[src/rtl/thread_sched_pkg.sv]
// Shared types for the fetch thread scheduler: thread id width, per-thread state encoding.
// threadid_t is sized from NTHREADS_CFG; thread_sched's NTHREADS must match it.
package thread_sched_pkg;

  localparam int NTHREADS_MAX = 8;
  localparam int NTHREADS_CFG = 4;

  typedef logic [$clog2(NTHREADS_CFG)-1:0] threadid_t;

  typedef enum logic [1:0] {
    IDLE      = 2'd0,
    READY     = 2'd1,
    WAIT_MISS = 2'd2,
    HOLD      = 2'd3
  } thread_state_t;

endpackage

[src/rtl/thread_sched_rr_arbiter.sv]
// Combinational round-robin picker: first set request strictly after ptr, wrapping modulo N.
// N must be a power of two so the index addition wraps for free.
module rr_arbiter #(
  parameter int N = 4,
  localparam int W = (N > 1) ? $clog2(N) : 1
) (
  input  logic [N-1:0] req,
  input  logic [W-1:0] ptr,
  output logic [W-1:0] gnt,
  output logic         gnt_valid
);

  logic [W-1:0] idx;

  // Walk from farthest to nearest so the nearest requester overwrites the result.
  always_comb begin
    gnt       = '0;
    gnt_valid = 1'b0;
    idx       = '0;
    for (int i = N; i >= 1; i--) begin
      idx = ptr + W'(i);
      if (req[idx]) begin
        gnt       = idx;
        gnt_valid = 1'b1;
      end
    end
  end

endmodule

[src/rtl/thread_sched.sv]
// Fine-grained fetch thread scheduler: per-thread state tracking plus registered round-robin grant.
// Optional performance counters are enabled with the THREAD_SCHED_PERF_EN macro.
//
// Handshake: sel_valid/sel_thread are a registered, unconditional grant; there is no ready
// back-pressure, and the grant reflects events sampled at the previous posedge.
module thread_sched
  import thread_sched_pkg::*;
#(
  parameter int NTHREADS    = NTHREADS_CFG,
  parameter int HOLD_CYCLES = 1
) (
  input  logic                clk,
  input  logic                rst,
  input  logic [NTHREADS-1:0] thread_en,
  input  logic                miss_valid,
  input  threadid_t           miss_thread,
  input  logic                fill_valid,
  input  threadid_t           fill_thread,
  input  logic                hz_stall,
  input  threadid_t           hz_thread,
  output logic                sel_valid,
  output threadid_t           sel_thread
`ifdef THREAD_SCHED_PERF_EN
  ,
  output logic [31:0]         perf_idle_cycles,
  output logic [31:0]         perf_miss_cycles
`endif
);

  localparam logic [2:0] HOLD_INIT = 3'(HOLD_CYCLES);

  thread_state_t state_q [NTHREADS];
  thread_state_t state_d [NTHREADS];
  logic [2:0]    cnt_q   [NTHREADS];
  logic [2:0]    cnt_d   [NTHREADS];
  threadid_t     ptr_q;

  logic [NTHREADS-1:0] req;
  threadid_t           gnt;
  logic                gnt_valid;

  // Per-thread next state; the branch order inside each state encodes event priority.
  always_comb begin
    for (int t = 0; t < NTHREADS; t++) begin
      state_d[t] = state_q[t];
      cnt_d[t]   = cnt_q[t];
      if (!thread_en[t]) begin
        state_d[t] = IDLE;
        cnt_d[t]   = '0;
      end else begin
        case (state_q[t])
          IDLE: state_d[t] = READY;
          READY: begin
            if (miss_valid && miss_thread == threadid_t'(t)) begin
              state_d[t] = WAIT_MISS;
            end else if (hz_stall && hz_thread == threadid_t'(t)) begin
              state_d[t] = HOLD;
              cnt_d[t]   = HOLD_INIT;
            end
          end
          WAIT_MISS: begin
            // A miss in the same cycle as the fill keeps the thread waiting.
            if (!(miss_valid && miss_thread == threadid_t'(t)) &&
                fill_valid && fill_thread == threadid_t'(t)) begin
              state_d[t] = READY;
            end
          end
          HOLD: begin
            if (miss_valid && miss_thread == threadid_t'(t)) begin
              state_d[t] = WAIT_MISS;
              cnt_d[t]   = '0;
            end else if (cnt_q[t] <= 3'd1) begin
              state_d[t] = READY;
              cnt_d[t]   = '0;
            end else begin
              cnt_d[t] = cnt_q[t] - 3'd1;
            end
          end
          default: state_d[t] = IDLE;
        endcase
      end
    end
  end

  always_comb begin
    req = '0;
    for (int t = 0; t < NTHREADS; t++) begin
      req[t] = (state_d[t] == READY);
    end
  end

  rr_arbiter #(.N(NTHREADS)) u_arb (
    .req       (req),
    .ptr       (ptr_q),
    .gnt       (gnt),
    .gnt_valid (gnt_valid)
  );

  always_ff @(posedge clk) begin
    if (rst) begin
      for (int t = 0; t < NTHREADS; t++) begin
        state_q[t] <= IDLE;
        cnt_q[t]   <= '0;
      end
      ptr_q      <= threadid_t'(NTHREADS - 1);
      sel_valid  <= 1'b0;
      sel_thread <= '0;
    end else begin
      for (int t = 0; t < NTHREADS; t++) begin
        state_q[t] <= state_d[t];
        cnt_q[t]   <= cnt_d[t];
      end
      sel_valid <= gnt_valid;
      // With no grant, sel_thread and the pointer keep their last values.
      if (gnt_valid) begin
        sel_thread <= gnt;
        ptr_q      <= gnt;
      end
    end
  end

`ifdef THREAD_SCHED_PERF_EN
  logic any_wait;

  always_comb begin
    any_wait = 1'b0;
    for (int t = 0; t < NTHREADS; t++) begin
      if (state_q[t] == WAIT_MISS) any_wait = 1'b1;
    end
  end

  always_ff @(posedge clk) begin
    if (rst) begin
      perf_idle_cycles <= '0;
      perf_miss_cycles <= '0;
    end else begin
      if (!sel_valid && (|thread_en) && perf_idle_cycles != '1) begin
        perf_idle_cycles <= perf_idle_cycles + 32'd1;
      end
      if (any_wait && perf_miss_cycles != '1) begin
        perf_miss_cycles <= perf_miss_cycles + 32'd1;
      end
    end
  end
`endif

endmodule
[config.mk]
export PLATFORM = sky130hd
export DESIGN_NAME = thread_sched
export DESIGN_NICKNAME = d
export VERILOG_FILES = /design/src/rtl/thread_sched_pkg.sv /design/src/rtl/thread_sched_rr_arbiter.sv /design/src/rtl/thread_sched.sv
export SDC_FILE = /design/constraint.sdc
export NUM_CORES = 1
export LEC_CHECK = 0
export ABC_AREA = 0
export ABC_CLOCK_PERIOD_IN_PS = 3130
export CAP_MARGIN = 10
export CORE_ASPECT_RATIO = 0.8
export CORE_UTILIZATION = 55
export CTS_CLUSTER_SIZE = 40
export DETAILED_ROUTE_END_ITERATION = 16
export PLACE_DENSITY = 0.79
export SETUP_SLACK_MARGIN = 0.05
export SYNTH_ARGS = -nofsm -noshare
export SYNTH_HDL_FRONTEND = slang
export SYNTH_HIERARCHICAL = 1
export SYNTH_SLANG_ARGS = --single-unit
[constraint.sdc]
create_clock -name clk -period 3.13 [get_ports clk]
set_clock_uncertainty 0.1 [all_clocks]
set_input_delay 0.626 -clock clk [delete_from_list [all_inputs] [get_ports clk]]
set_output_delay 0.626 -clock clk [all_outputs]
set_load 0.02 [all_outputs]
==> results.sh, run 1 <==
export IMPL_path_max_fanout=3
export IMPL_wl_met1_um=1530
export IMPL_die_width_um=61.2
export IMPL_status="complete, no violations"
export IMPL_setup_ws_ps=316
export IMPL_met2_length_um=1620
export IMPL_cts_resized=0
export IMPL_slew_headroom=0.683
export IMPL_finish_net_count=231
export IMPL_dieArea_um2=3020
export IMPL_grt_pass1_wl_um=5820
export IMPL_finalHoldViolCount=0
export IMPL_postCtsSetupBuffers=0
export IMPL_avgSynthCellArea_um2=8.34
export IMPL_numCtsBuffers=3
export IMPL_grt_max_degree=14
export IMPL_hold_start="cnt_q[0][1]"
export IMPL_clockBufferDepth=2
export IMPL_cpPeakStageDelay_ps=490
export IMPL_ys_warn_count=6
export IMPL_utilization=0.706
export IMPL_die_h_um=49.4
export IMPL_drt_initial_drc_count=165
export IMPL_grt_ovfl_total=0
export IMPL_rsz0062_at_grt="no"
export IMPL_htreeDepth=1
export IMPL_io_pins=18
export IMPL_routedWlPerCell_um=14.0
export IMPL_multi_input_area_um2=982
export IMPL_drive_above_1_share=0.0628
export IMPL_start_util=0.607
export IMPL_crit_chain="clkdlybuf4s50_1 -> and3b_1 -> o31ai_1 -> a22oi_1 -> nor3b_1 -> and2b_1 -> a21oi_2 -> o221ai_2 -> a211o_1"
export IMPL_yosysSeqAreaShare=0.324
export IMPL_grt_use_total=0.254
export IMPL_peakVddDrop_v=0.000340
export IMPL_fillCellCount=218
export IMPL_powerDensity_nw_per_um2=339
export IMPL_hold_path_end="cnt_q[0][1]"
export IMPL_r2r_start="cnt_q[2][1]"
export IMPL_syn_num_nets=208
export IMPL_synth_area_leaders="dfxtp_1 (32%), ha_1 (6.5%), nand2b_1 (4.5%), nor2_1 (3.6%), a21oi_1 (3.2%)"
export IMPL_drc=0
export IMPL_top_layer_used="met4"
export IMPL_setup_tns_ps=0
export IMPL_synthArstFlopShare=0
export IMPL_finalCriticalPeriod_ps=2810
export IMPL_syn_inst=185
export IMPL_path_buf_inv=1
export IMPL_fin_area_um2=1800
export IMPL_yosys_top_cells_count="dfxtp_1 (25), nor2_1 (15), inv_1 (13), nand2_1 (12), nand2b_1 (11)"
export IMPL_r2r_cells=10
export IMPL_r2r_slack_ps=530
export IMPL_dpl_cell_area_um2=1770
export IMPL_synth_seq_cells=25
export IMPL_slew_violations=0
export IMPL_met3_length_um=215
export IMPL_seq_area_um2=500
export IMPL_synth_edf_count=0
export IMPL_setup_viol=0
export IMPL_clock_latency_ps=320
export IMPL_grt_pass1_vias=1385
export IMPL_area_growth_syn_to_layout_pct=16.4
export IMPL_hp_class="reg2reg"
export IMPL_hold_buffers=0
export IMPL_r2r_end="ptr_q[0]"
export IMPL_core_region_area_um2=2540
export IMPL_netlist_area_um2=1540
export IMPL_slowest_stage="clkdlybuf4s50_1"
export IMPL_vias=1437
export IMPL_routed_wirelength_um=3390
export IMPL_power_total_uw=609
export IMPL_hold_depth=2
export IMPL_io_buffers=17
export IMPL_dr_pass1_iters=4
export IMPL_critPathTopFamily="simple AND/OR/NAND/NOR gates"
export IMPL_antenna_found_initial=0
export IMPL_place_gp_congestion=0.841
export IMPL_synth_top_cell_area_share=0.324
export IMPL_viasPerCell=5.91
export IMPL_worstPathArrival_ps=2930
export IMPL_ys_flop_type="dfxtp_1"
export IMPL_p_leak_uw=0.000691
export IMPL_yosysMostFrequentCell="dfxtp_1"
export IMPL_clk_pin_slew_worst_paths_ps=120
export IMPL_fin_crit_sh=0.899
export IMPL_hpwl_um=2640
export IMPL_antenna_left=0
export IMPL_critPathLaunchType="primary input"
export IMPL_cts_tree="yes"
export IMPL_num_antenna_cells=0
export IMPL_worst_setup_path_type="in2reg"
export IMPL_synth_top_cell_by_area="dfxtp_1"
export IMPL_root_buffer="clkbuf_4"
export IMPL_synth_cell_types=46
export IMPL_cts_sinks=25
export IMPL_num_rows=16
export IMPL_worst_ep_required_time_ps=3250
export IMPL_fmax_ghz=0.355
export IMPL_place_ws_ps=4.19
export IMPL_end_kind="register"
export IMPL_maxCapViolations=0
export IMPL_tightest_slew_ps=475
==> metrics by stage <==
stage	hold WS, ps	std cells
floorplan	348	185
global placement	361	239
detailed placement	378	239
CTS	400	243
global route	419	243
finish	394	243
==> worst reg2reg max path, stage by stage (launching register included) <==
cell      delay, ps
dfxtp_1         340
inv_1           100
ha_1            140
o21ba_2         170
o32ai_1         230
a22oi_1         150
nor3b_1         450
and2b_1         270
a21oi_2         120
o221ai_2        120
a211o_1         300
==> worst max-delay path by stage <==
stage / end / cells past startpoint / slack [ps] / start
after global placement: ptr_q[0] / 9 / 100 / miss_thread[0]
after detailed placement: ptr_q[0] / 9 / 4 / miss_thread[0]
after floorplan: ptr_q[1] / 9 / 740 / fill_thread[1]
after CTS: ptr_q[0] / 9 / 360 / miss_thread[0]
after global routing: ptr_q[0] / 9 / 210 / miss_thread[0]
final: ptr_q[0] / 9 / 320 / miss_thread[0]
==> power breakdown <==
part           total, uW  internal [uW]  switching, uW
sequential           344            331           13.3
clock                144           49.9           93.7
combinational        122           61.6           60.1
==> cells by family (layout without fill, tap and decap cells) <==
group | Yosys count | in the layout | synth area share
flip-flops | 25 | 25 | 0.324
AO/OA/AOI/OAI | 56 | 56 | 0.266
buffers and inverters | 15 | 37 | 0.0389
adder cells (fa/ha/maj) | 8 | 8 | 0.0649
AND/OR/NAND/NOR | 78 | 78 | 0.286
multiplexers | 3 | 3 | 0.0195
==> routing by layer <==
| layer | GRT usage | vias up |
|---|---|---|
| met3 | 0.0663 | 4 |
| li1 | - | 721 |
| met4 | 0.0492 | 0 |
| met1 | 0.311 | 666 |
| met2 | 0.438 | 46 |
| met5 | 0 | - |
==> cells in the final DEF, fill, tap and decap left out, types with 2 or more instances in the layout <==
cell / instances
nor3b_1: 2
ha_1: 8
or3b_1: 4
inv_1: 13
nor2_1: 15
o21ba_2: 3
o21a_1: 3
o31ai_1: 2
and3b_1: 3
o21bai_1: 2
a21o_1: 2
mux2i_1: 3
nor3_1: 4
nand3b_1: 2
o21ai_0: 6
clkbuf_4: 3
nand3_1: 3
nand4_1: 2
clkdlybuf4s50_1: 17
a211o_1: 2
o22ai_1: 4
buf_4: 3
a221oi_1: 2
and2_1: 6
nand2b_1: 11
nand2_1: 12
dfxtp_1: 25
a31oi_1: 3
nor2b_1: 8
a21oi_1: 10
and3_1: 3
o2111ai_1: 5
==> area by class of cell <==
type | instances | share of cell area
inverters | 13 | 0.0272
flip-flops and latches | 25 | 0.279
multi-input cells | 145 | 0.547
repair buffers | 20 | 0.107
clock buffers | 4 | 0.0146
well taps | 36 | 0.0251
==> state kept, by name, indices dropped and copies added (netlist names) <==
name and flops:
cnt_q 12, ptr_q 2, sel_thread 2, sel_valid 1, state_q 8
Power figures use the tool's default switching activity.
==> run 2, diff against run 1 <==
--- a/config.mk
+++ b/config.mk
@@ -14,6 +14,7 @@
 export DETAILED_ROUTE_END_ITERATION = 16
 export PLACE_DENSITY = 0.79
 export SETUP_SLACK_MARGIN = 0.05
+export SLEW_MARGIN = 20
 export SYNTH_ARGS = -nofsm -noshare
 export SYNTH_HDL_FRONTEND = slang
 export SYNTH_HIERARCHICAL = 1
==> results of run 2 <==
Final layout, timing and power as in run 1 (identical DEF).
==> run 3, diff against run 2 <==
--- a/config.mk
+++ b/config.mk
@@ -7,7 +7,7 @@
 export LEC_CHECK = 0
 export ABC_AREA = 0
 export ABC_CLOCK_PERIOD_IN_PS = 3130
-export CAP_MARGIN = 10
+export CAP_MARGIN = 20
 export CORE_ASPECT_RATIO = 0.8
 export CORE_UTILIZATION = 55
 export CTS_CLUSTER_SIZE = 40
==> results of run 3 <==
Final layout, timing and power as in run 1 (identical DEF).
